**src/rtl/tm1637_driver.sv**
```systemverilog
// tm1637_driver: two-wire TM1637 link for a 4-digit LED display.
// A start strobe sends data-cmd, address+4 digits and display-ctl frames.

module tm1637_driver #(
  parameter int TICK_DIV = 125
) (
  input  logic       clk,
  input  logic       rst,
  input  logic       start,
  input  logic [7:0] seg0,
  input  logic [7:0] seg1,
  input  logic [7:0] seg2,
  input  logic [7:0] seg3,
  input  logic [2:0] brightness,
  input  logic       display_on,
  input  logic       tm_dio_in,
  output logic       busy,
  output logic       done,
  output logic       ack_err,
  output logic       tm_clk,
  output logic       tm_dio_oe
);

  localparam int DW = $clog2(TICK_DIV);
  localparam logic [DW-1:0] DIV_MAX = DW'(TICK_DIV - 1);

  localparam logic [2:0] S_IDLE  = 3'd0;
  localparam logic [2:0] S_START = 3'd1;
  localparam logic [2:0] S_BIT   = 3'd2;
  localparam logic [2:0] S_ACK   = 3'd3;
  localparam logic [2:0] S_STOP  = 3'd4;
  localparam logic [2:0] S_GAP   = 3'd5;
  localparam logic [2:0] S_DONE  = 3'd6;

  logic [2:0]    state_q, state_d;
  logic [DW-1:0] div_q, div_d;
  logic [1:0]    qtr_q, qtr_d;
  logic [2:0]    bit_q, bit_d;
  logic [2:0]    byte_q, byte_d;

  logic [7:0]    seg0_q, seg1_q, seg2_q, seg3_q;
  logic [3:0]    ctl_q;

  logic          ack_err_q, ack_err_d;
  logic          clk_q, clk_d;
  logic          oe_q, oe_d;
  logic          busy_q, busy_d;
  logic          done_q, done_d;
  logic          dio_s1_q, dio_s2_q;

  logic          accept;
  logic          tick_end;
  logic          last_in_frame;
  logic [7:0]    cur_byte;

  assign accept   = start && !busy_q;
  assign tick_end = (div_q == DIV_MAX);

  // Byte 0 is frame 1, bytes 1..5 frame 2, byte 6 frame 3.
  assign last_in_frame = (byte_q == 3'd0) ||
                         (byte_q == 3'd5) ||
                         (byte_q == 3'd6);

  // Byte on the wire for the upcoming sequencer position.
  always_comb begin
    cur_byte = 8'h40;
    unique case (byte_d)
      3'd0:    cur_byte = 8'h40;
      3'd1:    cur_byte = 8'hC0;
      3'd2:    cur_byte = seg0_q;
      3'd3:    cur_byte = seg1_q;
      3'd4:    cur_byte = seg2_q;
      3'd5:    cur_byte = seg3_q;
      3'd6:    cur_byte = {4'h8, ctl_q};
      default: cur_byte = 8'h40;
    endcase
  end

  // Frame FSM and quarter-bit sequencer, advanced once per tick.
  always_comb begin
    state_d = state_q;
    div_d   = div_q;
    qtr_d   = qtr_q;
    bit_d   = bit_q;
    byte_d  = byte_q;
    if (accept) begin
      state_d = S_START;
      div_d   = '0;
      qtr_d   = 2'd0;
      bit_d   = 3'd0;
      byte_d  = 3'd0;
    end else begin
      unique case (state_q)
        S_IDLE: div_d = '0;
        S_DONE: begin
          state_d = S_IDLE;
          div_d   = '0;
        end
        S_START, S_BIT, S_ACK, S_STOP, S_GAP: begin
          if (!tick_end) begin
            div_d = div_q + DW'(1);
          end else begin
            div_d = '0;
            case (state_q)
              S_START: begin
                state_d = S_BIT;
                qtr_d   = 2'd0;
                bit_d   = 3'd0;
              end
              S_BIT: begin
                qtr_d = qtr_q + 2'd1;
                if (qtr_q == 2'd3) begin
                  if (bit_q == 3'd7) begin
                    state_d = S_ACK;
                  end else begin
                    bit_d = bit_q + 3'd1;
                  end
                end
              end
              S_ACK: begin
                qtr_d = qtr_q + 2'd1;
                if (qtr_q == 2'd3) begin
                  if (last_in_frame) begin
                    state_d = S_STOP;
                  end else begin
                    state_d = S_BIT;
                    bit_d   = 3'd0;
                    byte_d  = byte_q + 3'd1;
                  end
                end
              end
              S_STOP: begin
                qtr_d = qtr_q + 2'd1;
                if (qtr_q == 2'd3) begin
                  state_d = S_GAP;
                end
              end
              S_GAP: begin
                if (byte_q == 3'd6) begin
                  state_d = S_DONE;
                end else begin
                  state_d = S_START;
                  byte_d  = byte_q + 3'd1;
                end
              end
              default: state_d = S_IDLE;
            endcase
          end
        end
        default: begin
          state_d = S_IDLE;
          div_d   = '0;
        end
      endcase
    end
  end

  // Bus levels for the upcoming position; Q0 keeps DIO where it was.
  always_comb begin
    clk_d = clk_q;
    oe_d  = oe_q;
    unique case (state_d)
      S_START: begin
        clk_d = 1'b1;
        oe_d  = 1'b1;
      end
      S_BIT: begin
        clk_d = qtr_d[1];
        if (qtr_d == 2'd1) oe_d = ~cur_byte[bit_d];
      end
      S_ACK: begin
        clk_d = qtr_d[1];
        if (qtr_d == 2'd1) oe_d = 1'b0;
      end
      S_STOP: begin
        clk_d = qtr_d[1];
        if (qtr_d == 2'd1) oe_d = 1'b1;
        if (qtr_d == 2'd2) oe_d = 1'b1;
        if (qtr_d == 2'd3) oe_d = 1'b0;
      end
      default: begin
        clk_d = 1'b1;
        oe_d  = 1'b0;
      end
    endcase
  end

  // Status: sticky missing-ACK, busy and the one-cycle done pulse.
  always_comb begin
    ack_err_d = ack_err_q;
    if (accept) begin
      ack_err_d = 1'b0;
    end else if (state_q == S_ACK && qtr_q == 2'd3 &&
                 tick_end && dio_s2_q) begin
      ack_err_d = 1'b1;
    end
    busy_d = (state_d != S_IDLE) && (state_d != S_DONE);
    done_d = (state_d == S_DONE);
  end

  // Sequencer, status and bus registers.
  always_ff @(posedge clk) begin
    if (rst) begin
      state_q   <= S_IDLE;
      div_q     <= '0;
      qtr_q     <= 2'd0;
      bit_q     <= 3'd0;
      byte_q    <= 3'd0;
      ack_err_q <= 1'b0;
      clk_q     <= 1'b1;
      oe_q      <= 1'b0;
      busy_q    <= 1'b0;
      done_q    <= 1'b0;
    end else begin
      state_q   <= state_d;
      div_q     <= div_d;
      qtr_q     <= qtr_d;
      bit_q     <= bit_d;
      byte_q    <= byte_d;
      ack_err_q <= ack_err_d;
      clk_q     <= clk_d;
      oe_q      <= oe_d;
      busy_q    <= busy_d;
      done_q    <= done_d;
    end
  end

  // Digit and control latch, loaded on accept.
  always_ff @(posedge clk) begin
    if (rst) begin
      seg0_q <= 8'h00;
      seg1_q <= 8'h00;
      seg2_q <= 8'h00;
      seg3_q <= 8'h00;
      ctl_q  <= 4'h0;
    end else if (accept) begin
      seg0_q <= seg0;
      seg1_q <= seg1;
      seg2_q <= seg2;
      seg3_q <= seg3;
      ctl_q  <= {display_on, brightness};
    end
  end

  // Two-flop synchronizer for the DIO pad; idles at the pulled-up level.
  always_ff @(posedge clk) begin
    if (rst) begin
      dio_s1_q <= 1'b1;
      dio_s2_q <= 1'b1;
    end else begin
      dio_s1_q <= tm_dio_in;
      dio_s2_q <= dio_s1_q;
    end
  end

  assign busy      = busy_q;
  assign done      = done_q;
  assign ack_err   = ack_err_q;
  assign tm_clk    = clk_q;
  assign tm_dio_oe = oe_q;

endmodule

```
**config.mk**
```make
export PLATFORM = sky130hd
export DESIGN_NAME = tm1637_driver
export DESIGN_NICKNAME = d
export VERILOG_FILES = /design/src/rtl/tm1637_driver.sv
export SDC_FILE = /design/constraint.sdc
export NUM_CORES = 1
export LEC_CHECK = 0
export CAP_MARGIN = 25
export CORE_MARGIN = 2
export CORE_UTILIZATION = 44
export CTS_CLUSTER_DIAMETER = 50
export DETAILED_ROUTE_END_ITERATION = 12
export GPL_TIMING_DRIVEN = 0
export PLACE_DENSITY = 0.76
export SLEW_MARGIN = 20
export SYNTH_ARGS = -nofsm -noshare
export SYNTH_HDL_FRONTEND = slang
export SYNTH_SLANG_ARGS = --single-unit
```
**constraint.sdc**
```tcl
create_clock -name clk -period 2.8 [get_ports clk]
set_clock_uncertainty 0.05 [all_clocks]
set_input_delay 0.7 -clock clk [delete_from_list [all_inputs] [get_ports clk]]
set_output_delay 0.7 -clock clk [all_outputs]
set_load 0.01 [all_outputs]
```
Word level (Yosys, flattened, before mapping) --
Index checks and enable logic that the tools add are counted.
Cells by class: $add $sub $neg 4, $lt $le $gt $ge 1, equality and inequality tests 28, multiplexer cells 38, bitwise operators 3, reductions and logical operators 18
Operators by type and width (number):
- 3-bit two-way mux | 21
- 8-bit case mux with 6 select lines | 1
- 3-bit == test, second input constant | 10
- 3-bit by 2-bit == test with 1-bit output, second input constant | 6
- 3-bit case mux with 5 select lines | 1
- 3-bit case mux with 2 select lines | 2
- 3-bit by 1-bit == test with 1-bit output, second input constant | 3
- 3-bit case mux with 3 select lines | 1
- 7-bit by 1-bit adder with 7-bit output, second input constant | 1
- 7-bit == test, second input constant | 1
- 3-bit by 1-bit adder with 3-bit output, second input constant | 2
- 2-bit == test, second input constant | 3
- 3-bit logical NOT | 2
- 1-bit two-way mux | 6
- 2-bit two-way mux | 3
- 3-bit OR reduction | 2
- 1-bit logical AND | 5
- 5-bit OR reduction | 1
- 3-bit by 4-bit less-than comparator with 1-bit output, second input constant | 1
- 2-bit inequality test, second input constant | 2
- 4-bit inequality test, second input constant | 1
- 1-bit case mux with 4 select lines | 1
- 2-bit case mux with 2 select lines | 1
- 2-bit OR reduction | 2
- other kinds (10) | 13
Word-level totals: register bits 61, input port bits 40, output and inout port bits 5, logic and storage cells 109

Longest topological paths before layout --
depth in word-level cells 16, gate-level depth with buffers 16, mapped depth without buffers 15

Worst setup path after synthesis --
Ideal clock, no wire load.
kind flip-flop to flip-flop, from register byte_q[0], to register oe_q (netlist: tm_dio_oe), library setup time 0.124 ns, arrival time 2.791 ns, required time 2.626 ns, path slack -0.165 ns, stages on the path, launching flop included 12, period minus slack after synthesis 2.965 ns, cell sequence dfxtp_1 -> inv_1 -> ha_1 -> or3b_4 -> o2111a_2 -> o21ai_2 -> nand2_2 -> or4_1 -> o221ai_1 -> a211oi_2 -> nor4b_2 -> nor4_1
Between the ends: cells in the longest elaborated chain, start to end 16, elaborated cells on any way between the ends 46, classes of those cells add/sub (1); eq/ne (15); mux (25); bitwise (1); reduce/logical (4)
RTL lines:
- start: declaration | line 39 | logic [2:0] byte_q, byte_d;
- start signal: assignment | line 219 | byte_q <= byte_d;
- parallel branches: the longest is 16 deep, another holds 3-bit by 1-bit adder with 3-bit output
- end signal: assignment | line 211 | oe_q <= 1'b0;
- end signal: assignment | line 222 | oe_q <= oe_d;
- end: declaration | line 46 | logic oe_q, oe_d;
Parallel ways; which one is timed is not known. The select of a mux whose other input is x is not followed. A chain may end at the register's enable or synchronous reset.

Worst setup path in the final report --
from register byte_q[1], to register oe_q (netlist: tm_dio_oe)
Same word-level chain as after synthesis.

==> results.toml <==
[floorplan]
initial_core_util_pct = 45.6
design.core.area_um2 = 7730
fp.dieW_um = 93.5
dieArea_um2 = 8750
die_y_um = 93.5
io_pins = 45
rows = 32

[clock_network]
clock_sinks = 61
clkLatencyLatePin_ps = 350
h-tree-depth = 3
cts_buffers = 9
cts_tree = "done"
root_buffer = "clkbuf_8"
postCtsHoldBufs = 0
clockBufferDepth = 2
cts.clk_slew.worst_paths_ps = 70

[finish]
stdcell_count = 615
final_area_um2 = 4750
nets = 560
synthToLayoutAreaGrowth_pct = 34.7
antennaDiodeCount = 0
drive_above_1_share_pct = 23.8
fill_cells = 643
regArea_um2 = 1230
multiInputGateArea_um2 = 2420

[placement]
place_area_um2 = 4100
io_buffers = 43
hpwl_um = 6990
placed_cells = 584
place_congestion = 0.994
post-place-ws_ps = -1020

[critical_path]
r2r-start = "byte_q[1]$_SDFF_PP0_"
worst_r2r_endpoint = "tm_dio_oe$_SDFFE_PP0P_"
reg2reg_slack_ps = -180
ff2ff_path_depth = 11
critPathArrivalTime_ps = 3150
crit_fanout = 7
cp-start-kind = "register"
end_kind = "register"
critPathKind = "reg -> reg"
worst_ep_required_time_ps = 2980

[drt]
wirelength_um = 9990
wl_per_cell_um = 16.2
ant_nets = 0
drcViolationCount = 0
vias_per_cell = 5.79
vias = 3562
firstDrtPassIters = 5
drt-initial-drc-count = 167

[power]
leakage_nw = 1.69
peakVddDrop_mv = 0.314
pwr_density_cell_nw_per_um2 = 417

[sta]
rsz0062_at_grt = "yes"
tightest_slew_ps = 620
fmax_mhz = 336
setup_ws_ps = -175
drv_slew = 0
finalSetupViolCount = 1
finalCriticalPeriod_ps = 2980
slew_headroom_pct = 58.7
fin_crit_sh_pct = 106
hold_viol_final = 0

[job]
cap_viol_max_count = 0

[synth]
yosys.area.top_type = "dfxtp_1"
async_flop_share_pct = 0
synthTopCellsByArea = "dfxtp_1 35%, nand2_1 8.9%, a21oi_1 6.8%, ha_1 4.3%, nor2_1 3.2%"
synthFlopType = "dfxtp_1"
ys_seq_area_share_pct = 34.6
synth_cell_types = 81
yosysWarnings = 0
ys_ff_latch = 61
synth_commonest_cells = "84 x nand2_1, 61 x dfxtp_1, 48 x a21oi_1"
synth.most_common_cell = "nand2_1"
synth_area_um2 = 3530
avgSynthCellArea_um2 = 8.03
syn_nets = 491
synth_top_area_share_pct = 34.6
syn_inst = 439
synth-edff-count = 0

[global_route]
grt.total_usage_pct = 23.5
grt_pass1_wl_um = 16200
antenna_found_initial = 0
grt_overflow = 0
grt_pass1_vias = 3506
grt_max_degree = 12

[outcome]
violations = "negative setup slack"
outcome = "finished with violations"

[worst_hold_path]
hold_end = "dio_s2_q$_SDFF_PP1_"
min_path_cells = 1
hold_path.startpoint = "dio_s1_q$_SDFF_PP1_"
hold_path.class = "reg -> reg"
-- sequential cells by signal, summed over array words and instances, names as in the netlist, 2 cells and up --
register,flops
seg0_q,8
seg1_q,8
seg2_q,8
seg3_q,8
div_q,7
ctl_q,4
bit_q,3
byte_q,3
state_q,3
qtr_q,2
-- what timing repair did --
| item | 4_1_cts | 5_1_grt |
|---|---|---|
| pin swaps | 18 | 9 |
| gates cloned | 1 | 0 |
| buffers inserted | 10 | 4 |
| endpoints found under the setup margin | 1 | 1 |
| resized for setup | 47 | 30 |
| hold endpoints to repair | 0 | 0 |
-- worst max-delay path: stages (launching register included) --
cell,delay [ps]
dfxtp_4,390
inv_4,50
ha_2,160
or3b_4,440
o2111ai_4,310
nand3_1,210
a21oi_2,350
nand4_1,150
o41a_1,140
a311o_1,280
o32ai_2,240
nor4_1,80
-- cells by family (layout without fill, tap and decap cells) --
kind of cell | count (synthesis) | after routing | share of synthesized area [%]
compound gates | 123 | 123 | 24.7
xor+xnor | 6 | 6 | 1.70
fa+ha+maj | 12 | 12 | 4.26
buf+inv | 38 | 111 | 4.83
flops | 61 | 61 | 34.6
mux | 11 | 11 | 3.16
simple gates | 188 | 189 | 26.8
-- routing by layer --
metal / GRT usage [%] / routed length [um] / part of all wire, % / up-vias
met2: 40.2 / 4950 / 49 / 118
li1: - / - / - / 1717
met1: 27.1 / 4140 / 41 / 1688
met5: 0 / 0 / 0 / -
met3: 5.48 / 520 / 5.2 / 39
met4: 12.3 / 382 / 3.8 / 0
-- worst max path at each step --
stage,from,end
5_1_grt,byte_q[1]$_SDFF_PP0_,tm_dio_oe$_SDFFE_PP0P_
2_1_floorplan,byte_q[0]$_SDFF_PP0_,tm_dio_oe$_SDFFE_PP0P_
3_5_place_dp,start,tm_dio_oe$_SDFFE_PP0P_
6_report,byte_q[1]$_SDFF_PP0_,tm_dio_oe$_SDFFE_PP0P_
4_1_cts,byte_q[1]$_SDFF_PP0_,tm_dio_oe$_SDFFE_PP0P_
3_3_place_gp,start,tm_dio_oe$_SDFFE_PP0P_
-- layout by cell type (no fill, tap or decap), types with 4 or more instances in the layout --
master / netlist / routed
buf_1: 3 / 4
nand3_1: 13 / 11
nand2b_1: 5 / 5
dfxtp_1: 61 / 57
buf_4: 3 / 17
o21ai_0: 13 / 10
o21ai_2: 2 / 4
buf_6: 1 / 4
clkbuf_1: 13 / 10
ha_1: 12 / 8
a21oi_2: 4 / 7
nor3_1: 8 / 6
nand2_1: 84 / 83
nand4_1: 5 / 5
inv_1: 11 / 8
nor2b_1: 6 / 5
clkdlybuf4s50_1: 0 / 43
a21oi_1: 48 / 45
o21ai_1: 4 / 5
clkbuf_8: 0 / 11
mux2i_1: 10 / 8
nor2_1: 30 / 26
nor2_2: 1 / 5
buf_2: 7 / 4
-- layout make-up --
| type | count | area share [%] |
|---|---|---|
| Sequential cell | 61 | 26.0 |
| Inverter | 11 | 0.975 |
| Clock inverter | 6 | 1.84 |
| Buffer | 27 | 3.40 |
| Clock buffer | 10 | 2.69 |
| Multi-Input combinational cell | 341 | 51.0 |
| Tap cell | 102 | 2.69 |
| Timing Repair Buffer | 57 | 11.4 |
-- per-stage QoR --
step	util, %	hold slack [ps]	power [W]	setup TNS, ps
2_1_floorplan	-	339	0.00104	0
3_3_place_gp	53.0	349	0.00113	-2910
3_5_place_dp	53.0	353	0.00113	-3870
4_1_cts	59.6	368	0.00199	-156
5_1_grt	61.4	392	0.00205	-273
6_report	61.4	369	0.00198	-175
-- power by group --
| group | switching, W | leakage (nW) | internal, W |
|---|---|---|---|
| logic | 0.000107 | 1.08 | 0.0000993 |
| registers | 0.0000211 | 0.502 | 0.000900 |
| clock network | 0.000354 | 0.110 | 0.000501 |
| total | 0.000482 | 1.69 | 0.00150 |
No activity file was read; power rests on OpenSTA's default activity.
==> variant 1: new RTL, same settings <==
Reset style: asynchronous (`rst`), changed in 3 clocked blocks.
--- a/src/rtl/tm1637_driver.sv
+++ b/src/rtl/tm1637_driver.sv
@@ -199,7 +199,7 @@
   end
 
   // Sequencer, status and bus registers.
-  always_ff @(posedge clk) begin
+  always_ff @(posedge clk or posedge rst) begin
     if (rst) begin
       state_q   <= S_IDLE;
       div_q     <= '0;
@@ -226,7 +226,7 @@
   end
 
   // Digit and control latch, loaded on accept.
-  always_ff @(posedge clk) begin
+  always_ff @(posedge clk or posedge rst) begin
     if (rst) begin
       seg0_q <= 8'h00;
       seg1_q <= 8'h00;
@@ -243,7 +243,7 @@
   end
 
   // Two-flop synchronizer for the DIO pad; idles at the pulled-up level.
-  always_ff @(posedge clk) begin
+  always_ff @(posedge clk or posedge rst) begin
     if (rst) begin
       dio_s1_q <= 1'b1;
       dio_s2_q <= 1'b1;
Behaviour: differs if rst is asserted again (counterexample within 4 cycles, from zero or initial values and one cycle with rst high); with rst held inactive, the same outputs for 10 cycles.
==> variant 1 against the original RTL <==
The flow still finishes with violations (setup timing); non-clock buffer count grew 14; routed wire length decreased by 6.7%; sequential cell count stayed put; worst hold slack worse by 0.066 ns; global-route usage decreased by 1.4 points; worst setup slack lost 0.070 ns; area after synthesis shrank 3.9%; final area rose by 0.34%; critical endpoint is now tm_dio_oe$_DFFE_PP0P_; largest cell class unchanged.
Power is not compared: it rests on default switching activity, and its combinational part moved more than twofold at a synthesized area within 25%.
==> variant 1: results (changes against the original RTL) <==
Logic synthesis
  – Syn nets: 440 (-10%)
  – Netlist cell types: 69 (-15%)
  – Largest cells by area after synthesis: dfrtp_1 43%, nand2_1 15%, ha_1 3.7%
  – Syn Inst Count: 390 (-11%)
  – Synth async-reset ratio: 100% (+100 points)
  – Most instantiated cells after synthesis: 132 x nand2_1, 58 x dfrtp_1, 20 x nor2_1

Status
  – Status: complete, but fails checks
  – Failing checks: setup timing

Route
  – Initial DRC Count: 212 (+27%)
  – Vias per cell: 5.52 (-4.8%)
  – Final wirelength: 9320 µm (-6.7%)
  – Final ANT Viol Nets: 0 (unchanged)

Setup path
  – Worst R2R Start: div_q[0]$_DFF_PP0_
  – CP arrival: 3.23 ns (+0.08 ns)
  – Worst Reg-to-Reg Cells: 14 (+3)
  – Critical Path Source: div_q[0]$_DFF_PP0_
  – Crit path max fanout: 4 (-3)
  – CP max stage delay: 0.60 ns (+0.16 ns)
  – Critical R2R Capture: tm_dio_oe$_DFFE_PP0P_
  – Crit-path slowest cell: a222oi_1

Min path
  – Hold Path Depth: 0 (-1)
  – Hold EP: dio_s2_q$_DFF_PP1_
  – Worst Hold Launch: dio_s1_q$_DFF_PP1_

Place
  – Dpl cells: 534 (-8.6%)
  – Placed Area: 4020 µm² (-1.9%)
  – Final GP Congestion: 0.881 (-11%)
  – # port buffers: 44 (+2.3%)
  – Post-detail-place hpwl: 6060 µm (-13%)

Finish
  – Layout fillers: 637 (-0.93%)
  – Synth-to-layout area growth: 40.7%
  – Finished Layout Cells: 583 (-5.2%)
  – Share of layout cells above drive strength 1: 25.0% (+1.2 points)

Global routing
  – Vias in the first global route: 3,049 (-13%)
  – GR met1 Demand/Resource: 27.3% (+0.22 points)
  – Total GRT Usage: 22.1% (-1.4 points)
  – Met3 usage: 4.52% (-0.96 points)
  – Met2 Usage GRT: 37.7% (-2.5 points)
  – Largest net degree at the start of global routing: 49 (+37)
  – First-pass GRT wire length: 14,900 µm (-7.8%)

STA
  – Endpoints failing setup: 2 (+1)
  – Hold WS: 0.302 ns (-0.0665 ns)
  – Crit path setup slack, layout: -0.245 ns (-0.0704 ns)
  – Worst slew pin tran: 0.765 ns (+0.145 ns)

Power and ir drop
  – Lkg Pwr: 2.21 nW
-- variant 1: cell families (layout without fill, tap and decap cells) --
family	Yosys count	in the layout	share of synthesized area (%)
compound gates	75	75	16.8
xor+xnor	5	5	1.29
fa+ha+maj	10	10	3.69
buf+inv	32	126	4.21
flops	61	61	45.2
mux	9	9	2.96
simple gates	198	198	25.9
-- variant 1: final cells by class --
class / count / area share, %
tap: 99 / 2.60
inverter: 12 / 0.998
multi-input combinational: 297 / 41.3
timing repair buffer: 80 / 16.2
clock inverter: 3 / 0.368
buffer: 18 / 2.57
clock buffer: 13 / 3.76
sequential: 61 / 32.2
-- variant 1: what timing repair did --
item | 4_1_cts | 5_1_grt
setup buffers | 21 | 15
endpoints found under the setup margin | 1 | 2
pin swaps | 10 | 17
gates resized for setup | 39 | 39
-- variant 1: routing by layer --
layer,vias to the layer above,wire length (µm)
met5,-,0
met1,1552,3920
li1,1536,-
met2,105,4760
met3,23,428
met4,0,212
==> variant 2: new RTL, same settings <==
Without the edit above. Set the parameter `TICK_DIV` to 250 (it was 125).
--- a/src/rtl/tm1637_driver.sv
+++ b/src/rtl/tm1637_driver.sv
@@ -2,7 +2,7 @@
 // A start strobe sends data-cmd, address+4 digits and display-ctl frames.
 
 module tm1637_driver #(
-  parameter int TICK_DIV = 125
+  parameter int TICK_DIV = 250
 ) (
   input  logic       clk,
   input  logic       rst,
Formal check against the unedited RTL: no difference found for any inputs over 10 cycles, from zero or initial values and one cycle with rst high; that may be too few to reach the edited logic, so the function may still have changed.
==> variant 2 against the original RTL <==
The run still ends with setup timing left; power grew 1.7%; via count shrank 3.8%; critical path depth up 2; largest power group unchanged; final area fell by 5.0%; routed wire length down 8.0%; sequential power rose by 2.3%; non-clock buffer count shrank 4; worst setup slack got worse by 0.10 ns; sequential cell count is 1 higher; area after synthesis fell by 4.7%.
==> variant 2: results (changes against the original RTL) <==
Clock network
  – Clock Path Buffers: 2 (unchanged)
  – Clk slew on worst S/H paths: 0.07 ns (about the same)
  – Worst-skew pair later-pin latency: 0.35 ns (about the same)
  – Inserted Clock Buffers: 9 (unchanged)
  – Clock Root Buffer: clkbuf_8
  – CTS H-tree depth: 3 (unchanged)

Logic synthesis
  – YS warnings: 0 (unchanged)
  – Largest cells by area after synthesis: dfxtp_1 37%, nand2_1 11%, a21oi_1 6.7%
  – Synth async-reset ratio: 0% (unchanged)
  – Syn nets: 488 (-0.61%)
  – Syn Area/Cell: 7.67 µm² (-4.5%)
  – Seq/Total Area, Yosys: 36.9% (+2.3 points)
  – Netlist cell types: 63 (-22%)
  – Main synth FF type: dfxtp_1
  – Most instantiated cells after synthesis: 94 x nand2_1, 62 x dfxtp_1, 45 x a21oi_1

Setup path
  – CP arrival: 3.24 ns (+0.09 ns)
  – Crit-path slowest cell: or4_4
  – Crit path max fanout: 4 (-3)
  – CP max stage delay: 0.55 ns (+0.11 ns)
  – Worst Reg-to-Reg Cells: 13 (+2)

Finish
  – Share of layout cells above drive strength 1: 17.5% (-6.3 points)
  – Finished Layout Cells: 609 (-0.98%)
  – N_diodes: 0 (unchanged)
  – Nets@finish: 555 (-0.89%)
  – Layout fillers: 625 (-2.8%)

STA
  – Crit path setup slack, layout: -0.276 ns (-0.101 ns)
  – Worst slew pin tran: 0.913 ns (+0.293 ns)
  – Endpoints failing setup: 1 (unchanged)

Global routing
  – Total grt overflow: 0 (unchanged)
  – Initial antenna violation count: 0 (unchanged)
  – First-pass GRT wire length: 14,800 µm (-8.8%)
  – Vias in the first global route: 3,218 (-8.2%)
  – Total GRT Usage: 21.9% (-1.6 points)
  – Largest net degree at the start of global routing: 13 (+1)

Route
  – WL per Instance: 15.1 µm (-7.1%)
  – Initial DRC Count: 232 (+39%)
  – Initial DRT Pass Iterations: 5 (unchanged)
  – Vias per cell: 5.62 (-2.9%)

Min path
  – Hold Path Class: register to register
  – Hold Path Depth: 1 (unchanged)

Place
  – Placed Area: 4000 µm² (-2.5%)
  – Final GP Congestion: 0.917 (-7.8%)
  – # port buffers: 44 (+2.3%)
  – Dpl cells: 581 (-0.51%)
  – Post-detail-place hpwl: 6470 µm (-7.4%)

Status
  – Status: complete, but fails checks
  – Failing checks: setup timing

Power and ir drop
  – VDD IR max: 0.000361 V (+15%)
  – Lkg Pwr: 1.59 nW (-5.8%)
-- variant 2: power by group --
| part | switching [mW] | leakage, nW | internal (mW) |
|---|---|---|---|
| Clock | 0.372 | 0.106 | 0.503 |
| Sequential | 0.0237 | 0.509 | 0.918 |
| Combinational | 0.104 | 0.979 | 0.0948 |
-- variant 2: timing repair --
item | 4_1_cts | 5_1_grt
pin swaps | 14 | 11
gates resized for setup | 26 | 18
setup buffers | 10 | 5
endpoints found under the setup margin | 2 | 11
-- variant 2: routing by layer --
layer | part of all wire, % | up-vias | global-route usage, %
li1 | - | 1672 | -
met1 | 42 | 1581 | 26.7
met2 | 49 | 138 | 36.4
met3 | 5.9 | 34 | 5.31
met4 | 2.9 | 0 | 9.85
met5 | 0 | - | 0
-- variant 2: cells by family after synthesis --
family	share of synthesized area (%)
AOI/OAI and AO/OA	20.5
buffers and inverters	4.32
DFF	36.9
muxes	3.54
and+or+nand+nor	28.6
adders and majority gates	3.72
xor gates and xnor gates	2.35
-- variant 2: critical path: cells and delay by family, from the launching register on --
kind                     cells  cell delay, ns
AO/OA/AOI/OAI                3            0.35
adder cells (fa/ha/maj)      1            0.15
buffers and inverters        2            0.19
flip-flops                   1            0.35
multiplexers                 1            0.19
AND/OR/NAND/NOR              6            1.65
-- variant 2: through the flow --
stage / setup TNS [ns] / setup WS, ns / hold WS [ns]
after floorplan: -0.0964 / -0.0964 / 0.339
after global placement: -3.73 / -0.603 / 0.346
after detailed placement: -4.65 / -0.699 / 0.349
after CTS: -0.256 / -0.256 / 0.367
after global routing: -0.355 / -0.355 / 0.381
final: -0.276 / -0.276 / 0.363
-- variant 2: final timing paths --
path | slack (ns) | startpoint | to
max | -0.28 | byte_q[0]$_SDFF_PP0_ | tm_dio_oe$_SDFFE_PP0P_
min | 0.36 | dio_s1_q$_SDFF_PP1_ | dio_s2_q$_SDFF_PP1_
min reg2reg | 0.36 | dio_s1_q$_SDFF_PP1_ | dio_s2_q$_SDFF_PP1_
max reg2reg | -0.28 | byte_q[0]$_SDFF_PP0_ | tm_dio_oe$_SDFFE_PP0P_
-- variant 2: layout make-up --
class                   count  area [µm²]  share of cell area [%]
plain buffers              21         108                    2.38
clock buffers               9         124                    2.74
clock inverters             7        97.6                    2.16
inverters                  14        65.1                    1.44
multi-input cells         338        2180                    48.4
flip-flops and latches     62        1250                    27.7
well taps                  99         124                    2.74
repair buffers             59         561                    12.4
